<file path="src/rtl/nixie_pkg.sv">
// Shared types and the 7-segment decode table
// for the BCD scan counter.
package nixie_pkg;

  typedef logic [3:0] bcd_t;

  localparam logic [7:0] SEG_BLANK = 8'hFF;

  function automatic logic [7:0] bcd_to_seg(
    input bcd_t d
  );
    logic [7:0] s;
    case (d)
      4'd0:    s = 8'hC0;
      4'd1:    s = 8'hF9;
      4'd2:    s = 8'hA4;
      4'd3:    s = 8'hB0;
      4'd4:    s = 8'h99;
      4'd5:    s = 8'h92;
      4'd6:    s = 8'h82;
      4'd7:    s = 8'hF8;
      4'd8:    s = 8'h80;
      4'd9:    s = 8'h90;
      default: s = SEG_BLANK;
    endcase
    return s;
  endfunction

endpackage

</file>
<file path="src/rtl/bcd_scan_counter_if.sv">
// Control/data bundle between the counter
// and whoever drives it.
interface bcd_scan_counter_if #(
  parameter int DIGITS = 4
);

  logic                  en;
  logic                  up_down;
  logic                  clr;
  logic                  load;
  logic [4*DIGITS-1:0]   load_val;
  logic [4*DIGITS-1:0]   value;
  logic                  wrap;
  logic [7:0]            seg;
  logic [DIGITS-1:0]     sel;

  modport master (
    output en,
    output up_down,
    output clr,
    output load,
    output load_val,
    input  value,
    input  wrap,
    input  seg,
    input  sel
  );

  modport slave (
    input  en,
    input  up_down,
    input  clr,
    input  load,
    input  load_val,
    output value,
    output wrap,
    output seg,
    output sel
  );

endinterface

</file>
<file path="src/rtl/tick_div.sv">
// Free-running divider: one-cycle pulse
// every DIV clocks.
module tick_div #(
  parameter int DIV = 2
) (
  input  logic clk,
  input  logic rst,
  output logic pulse
);

  localparam int W = $clog2(DIV);
  localparam logic [W-1:0] LAST = W'(DIV - 1);

  logic [W-1:0] cnt;

  assign pulse = (cnt == LAST);

  // count 0..DIV-1 and fold back on the pulse
  always_ff @(posedge clk or posedge rst) begin
    if (rst) begin
      cnt <= '0;
    end else if (pulse) begin
      cnt <= '0;
    end else begin
      cnt <= cnt + 1'b1;
    end
  end

endmodule

</file>
<file path="src/rtl/bcd_scan_counter.sv">
// Multi-digit BCD up/down counter with a
// multiplexed active-low 7-segment driver.
module bcd_scan_counter
  import nixie_pkg::*;
#(
  parameter int DIGITS   = 4,
  parameter int TICK_DIV = 50_000_000,
  parameter int SCAN_DIV = 50_000,
  parameter int LZB      = 0
) (
  input  logic clk,
  input  logic rst,
  bcd_scan_counter_if.slave bus
);

  localparam int SW = (DIGITS > 1) ? $clog2(DIGITS) : 1;
  localparam logic [SW-1:0] LAST_IDX = SW'(DIGITS - 1);

  logic                   tick;
  logic                   step;
  logic                   go;
  logic [DIGITS:0]        cy;
  logic [DIGITS-1:0][3:0] dig;
  logic [DIGITS-1:0]      blank;
  logic [SW-1:0]          idx;
  logic                   wrap_q;
  logic [7:0]             seg_q;
  logic [DIGITS-1:0]      sel_q;

  tick_div #(.DIV(TICK_DIV)) u_tick (
    .clk   (clk),
    .rst   (rst),
    .pulse (tick)
  );

  tick_div #(.DIV(SCAN_DIV)) u_scan (
    .clk   (clk),
    .rst   (rst),
    .pulse (step)
  );

  // clr/load swallow a coincident tick
  assign go    = tick & bus.en & ~bus.clr & ~bus.load;
  assign cy[0] = 1'b1;

  for (genvar i = 0; i < DIGITS; i++) begin : g_dig
    logic lim;
    bcd_t d;
    bcd_t ld;
    bcd_t nxt;

    assign lim = bus.up_down ? (d == 4'd9)
                             : (d == 4'd0);
    assign cy[i+1] = cy[i] & lim;

    assign ld = (bus.load_val[4*i +: 4] > 4'd9)
              ? 4'd0
              : bus.load_val[4*i +: 4];

    assign nxt = lim
               ? (bus.up_down ? 4'd0 : 4'd9)
               : (bus.up_down ? d + 4'd1 : d - 4'd1);

    // digit register: clear, load, then ripple step
    always_ff @(posedge clk or posedge rst) begin
      if (rst) begin
        d <= 4'd0;
      end else if (bus.clr) begin
        d <= 4'd0;
      end else if (bus.load) begin
        d <= ld;
      end else if (go & cy[i]) begin
        d <= nxt;
      end
    end

    assign dig[i] = d;
    assign bus.value[4*i +: 4] = d;

    if (i == 0) begin : g_b0
      assign blank[i] = 1'b0;
    end else begin : g_bn
      assign blank[i] = (LZB != 0) &&
                        (dig[DIGITS-1:i] == '0);
    end
  end

  // wrap flags the cycle the rolled-over value shows
  always_ff @(posedge clk or posedge rst) begin
    if (rst) begin
      wrap_q <= 1'b0;
    end else begin
      wrap_q <= go & cy[DIGITS];
    end
  end

  // scan position advances on each step
  always_ff @(posedge clk or posedge rst) begin
    if (rst) begin
      idx <= '0;
    end else if (step) begin
      idx <= (idx == LAST_IDX) ? '0 : idx + 1'b1;
    end
  end

  // registered drive of the shared segment bus
  always_ff @(posedge clk or posedge rst) begin
    if (rst) begin
      seg_q <= SEG_BLANK;
      sel_q <= '1;
    end else begin
      seg_q <= blank[idx] ? SEG_BLANK
                          : bcd_to_seg(dig[idx]);
      sel_q <= ~(DIGITS'(1) << idx);
    end
  end

  assign bus.wrap = wrap_q;
  assign bus.seg  = seg_q;
  assign bus.sel  = sel_q;

endmodule

</file>
<file path="src/flat_wrapper.sv">
// flat-port wrapper written by rule: the top's interface ports become plain ports
module bcd_scan_counter_flat import nixie_pkg::*;
#(
  parameter int DIGITS   = 4,
  parameter int TICK_DIV = 50_000_000,
  parameter int SCAN_DIV = 50_000,
  parameter int LZB      = 0
)
  (clk, rst, bus_en, bus_up_down, bus_clr, bus_load, bus_load_val, bus_value, bus_wrap, bus_seg, bus_sel);
  bcd_scan_counter_if #(.DIGITS(DIGITS)) bus_i ();
  input  logic clk;
  input  logic rst;
  input wire logic [$bits(bus_i.en)-1:0] bus_en;
  input wire logic [$bits(bus_i.up_down)-1:0] bus_up_down;
  input wire logic [$bits(bus_i.clr)-1:0] bus_clr;
  input wire logic [$bits(bus_i.load)-1:0] bus_load;
  input wire logic [$bits(bus_i.load_val)-1:0] bus_load_val;
  output wire logic [$bits(bus_i.value)-1:0] bus_value;
  output wire logic [$bits(bus_i.wrap)-1:0] bus_wrap;
  output wire logic [$bits(bus_i.seg)-1:0] bus_seg;
  output wire logic [$bits(bus_i.sel)-1:0] bus_sel;
  assign bus_i.en = bus_en;
  assign bus_i.up_down = bus_up_down;
  assign bus_i.clr = bus_clr;
  assign bus_i.load = bus_load;
  assign bus_i.load_val = bus_load_val;
  assign bus_value = bus_i.value;
  assign bus_wrap = bus_i.wrap;
  assign bus_seg = bus_i.seg;
  assign bus_sel = bus_i.sel;
  bcd_scan_counter #(.DIGITS(DIGITS), .TICK_DIV(TICK_DIV), .SCAN_DIV(SCAN_DIV), .LZB(LZB)) u_core (.clk(clk), .rst(rst), .bus(bus_i));
endmodule
</file>
<file path="config.mk">
export PLATFORM = sky130hd
export DESIGN_NAME = bcd_scan_counter_flat
export DESIGN_NICKNAME = d
export VERILOG_FILES = /design/src/rtl/nixie_pkg.sv /design/src/rtl/bcd_scan_counter_if.sv /design/src/rtl/tick_div.sv /design/src/rtl/bcd_scan_counter.sv /design/src/flat_wrapper.sv
export SDC_FILE = /design/constraint.sdc
export NUM_CORES = 1
export LEC_CHECK = 0
export CAP_MARGIN = 20
export CELL_PAD_IN_SITES_DETAIL_PLACEMENT = 1
export CELL_PAD_IN_SITES_GLOBAL_PLACEMENT = 2
export CORE_ASPECT_RATIO = 0.8
export CORE_MARGIN = 2
export CORE_UTILIZATION = 36
export DETAILED_ROUTE_END_ITERATION = 10
export MAX_ROUTING_LAYER = met4
export PLACE_DENSITY = 0.92
export SETUP_SLACK_MARGIN = 0.3
export SLEW_MARGIN = 10
export SYNTH_ARGS = -nofsm -noshare
export SYNTH_HDL_FRONTEND = slang
export SYNTH_SLANG_ARGS = --single-unit
</file>
<file path="constraint.sdc">
create_clock -name clk -period 2.9 [get_ports clk]
set_clock_uncertainty 0.1 [all_clocks]
set_input_delay 0.29 -clock clk [delete_from_list [all_inputs] [get_ports clk]]
set_output_delay 0.29 -clock clk [all_outputs]
set_load 0.01 [all_outputs]
</file>
==> metrics <==
DP HPWL=8905 um; # nets final=564; Routed WL=12,060 um; final RePlAce weighted congestion=0.8901; Die Width=128.6 um; Leak=0.002266 uW; worst IR drop on VDD=0.0003345 V; vias=3,757; flop2flop setup slack=0.55 ns; fraction of registers with async set/reset=100.0%; Mean Syn Cell Area=9.514 sq um; die height=103.7 um; Initial Util=36.77%; Port Buf Inserts=49; number of global-route vias before repair=4,069; TritonCTS Sinks=72; area of the core=12,160 sq um; CP Cell Sequence=clkdlybuf4s50_1 > inv_1 > buf_4 > ha_1 > a21o_1 > a21o_1 > a311oi_1 > nand4_1 > and3_1; fillers=1,421; Most common cell on crit path=a21o_1; number of diodes=0; largest net degree at the start of global routing=44; CTS tree=done; Max FO, Critical Path=8; largest family of logic cells by synthesized area=simple AND/OR/NAND/NOR gates; Post-Synth Simple-Gate Area=23.39%; Synth Flop Type=dfrtp_1; EDFF count, synth=0; Seq/Total Area, Yosys=40.60%; Crit path max-delay family=buffers and inverters; Least-Margin Pin Slew=0.8909 ns; max incr delay on CP=0.49 ns; commonest cells after routing, fill and taps aside=dfrtp_1, nor2_1, clkdlybuf4s50_1; Critical Path RT=3.03 ns; CP Class=primary input to register; Final min period=2.446 ns; first-pass GRT wire length=20,860 um; critical path capture point type=register; drt drc=0; Routed Antenna Nets=0; syn nets=515; Post-Synth XOR/XNOR Area=8.422%; deepest level of the CTS H-tree=3; Max Freq=0.4088 GHz; Setup Buffers After CTS=0; clock buffer depth=2; CTS clk-pin slew, worst paths=0.06 ns; HP Class=primary input to async pin; drt pass-1 iters=4; Layout area overhead=21.68%; CP bufs+invs=3; crit path launch type=primary input; # IOs=51; Root Buffer=clkbuf_16; multi-input logic area=2475 sq um; vias per std cell=5.558; RSZ-0062 raised after global routing=no; Synth Area in Compound Gates=12.48%; final critical-path share of the clock period=84.36%; Final Hold Viols=0; max-cap viol count=0; Max transition margin=40.42%; FF-to-FF End=u_core.g_dig[1].d[0]$_DFFE_PP0P_; average wire per standard cell=17.84 um; CTS buffer count=9; critical path capture point=u_core.g_dig[2].d[3]$_DFFE_PP0P_; setup tns final=0 ns; most common cell after layout, fill and taps aside=dfrtp_1; hold_ws=0.2616 ns; Synth cell types=68; register area=1815 sq um; # setup viols final=0; Syn Inst Count=470; Power Density=465.0 nW/um^2; adder-cell share of the synthesized area=7.107%; Yosys reg bits=72; CTS Hold Buffers Added=0; Total Routing Usage GR=20.38%; synth warn=0; Cell Rows=36; Clk Latency, worst-skew pair=0.34 ns; post_cts resized=0; share of layout cells above drive strength 1=10.31%; initial antenna violation count=0; Crit-path slowest cell=clkdlybuf4s50_1; reg2reg start=u_core.g_dig[0].d[0]$_DFFE_PP0P_; GRT Residual Overflow=0; outcome=complete, no violations; mux share of post-synthesis cell area=3.861%; stages on the worst setup path=9; final core utilization=44.74%; r2r worst-path depth=6; final slew viol count=0; Critical path origin=bus_up_down; die area=13,330 sq um; worst path arrival time=2.57 ns; DRT iter0 DRCs=209; synthesized area=4472 sq um
-- synthesized netlist by cell type, drive strengths merged (2+ instances only) --
cell type,n,share of area [%]
buf,4,0.70
a32oi,2,0.39
a21oi,20,2.5
nor3b,2,0.34
a31oi,2,0.28
o2111ai,2,0.39
o211ai,2,0.34
fa,4,1.8
nand3b,2,0.34
and2,3,0.45
a21o,3,0.53
nand2b,3,0.42
nor4,13,1.8
nand3,26,2.9
nor2b,6,0.84
inv,23,1.9
and3,13,1.8
mux2i,6,1.3
a22oi,3,0.50
xor2,13,2.5
a211oi,8,1.9
nor2,52,4.4
nor4bb,2,0.45
a311oi,4,0.78
xnor2,30,5.9
or3,6,1.0
and4,12,2.4
mux2,3,0.92
ha,19,5.3
a22o,2,0.39
dfrtp,61,34
nand2,28,2.4
mux4,3,1.6
clkbuf,17,1.4
a21boi,2,0.42
nand4,11,1.7
o21ai,19,2.1
nor3,12,1.3
dfstp,11,6.5
-- per-layer routing --
layer | up-vias | GRT usage, % | routed length, um
li1 | 1784 | - | -
met1 | 1903 | 27.81 | 5699
met2 | 58 | 31.00 | 5699
met3 | 12 | 4.236 | 513
met4 | 0 | 5.435 | 145
met5 | - | - | 0
-- where the power goes --
group	internal (uW)	leakage [uW]	switching [uW]
clock network	689	0.000154	451
registers	1030	0.000929	35.7
logic	152	0.00118	168
total	1880	0.00227	654
-- tightest hold or removal path, stage by stage --
cell	delay, ns
clkdlybuf4s50_1	0.42
inv_2	0.06
buf_4	0.34
-- layout make-up --
| class | instances | share of cell area (%) |
|---|---|---|
| sequential | 72 | 33.36 |
| inverter | 23 | 1.587 |
| multi-input combinational | 354 | 45.48 |
| timing repair buffer | 59 | 10.39 |
| clock buffer | 12 | 5.128 |
| tap | 152 | 3.495 |
| clock inverter | 4 | 0.5519 |
-- cell families after synthesis --
group           Yosys count
xor+xnor                 43
buf+inv                  44
flops                    72
mux                      12
other cells               1
simple gates            196
compound gates           79
fa+ha+maj                23
-- through the flow --
stage | worst slack (ns) | instances | instance area [sq um] | total power (uW)
after global placement | 0.2737 | 660 | 5132 | 1396
after CTS | 0.4736 | 676 | 5441 | 2567
after detailed placement | 0.1216 | 660 | 5132 | 1408
final | 0.4536 | 676 | 5441 | 2530
after floorplan | 0.3647 | 470 | 4472 | 1258
after global routing | 0.3639 | 676 | 5441 | 2646
-- flip-flops by register name, indices dropped and copies added (netlist names) --
name,count
u_core.idx,2
u_core.bus.sel,4
u_core.u_scan.cnt,16
u_core.g_dig.d,16
u_core.bus.seg,7
u_core.bus.wrap,1
u_core.u_tick.cnt,26
-- how the worst min path moves through the flow --
stage                                    from                          endpoint  cells after the start
6_report                                  rst    u_core.u_tick.cnt[2]$_DFF_PP0_                      3
5_1_grt                                   rst    u_core.u_tick.cnt[2]$_DFF_PP0_                      3
4_1_cts                                   rst    u_core.u_tick.cnt[2]$_DFF_PP0_                      3
3_5_place_dp   u_core.u_tick.cnt[0]$_DFF_PP0_    u_core.u_tick.cnt[0]$_DFF_PP0_                      1
3_3_place_gp   u_core.u_tick.cnt[0]$_DFF_PP0_    u_core.u_tick.cnt[0]$_DFF_PP0_                      1
2_1_floorplan                 bus_load_val[1]  u_core.g_dig[0].d[1]$_DFFE_PP0P_                      2
Power figures use the tool's default switching activity.
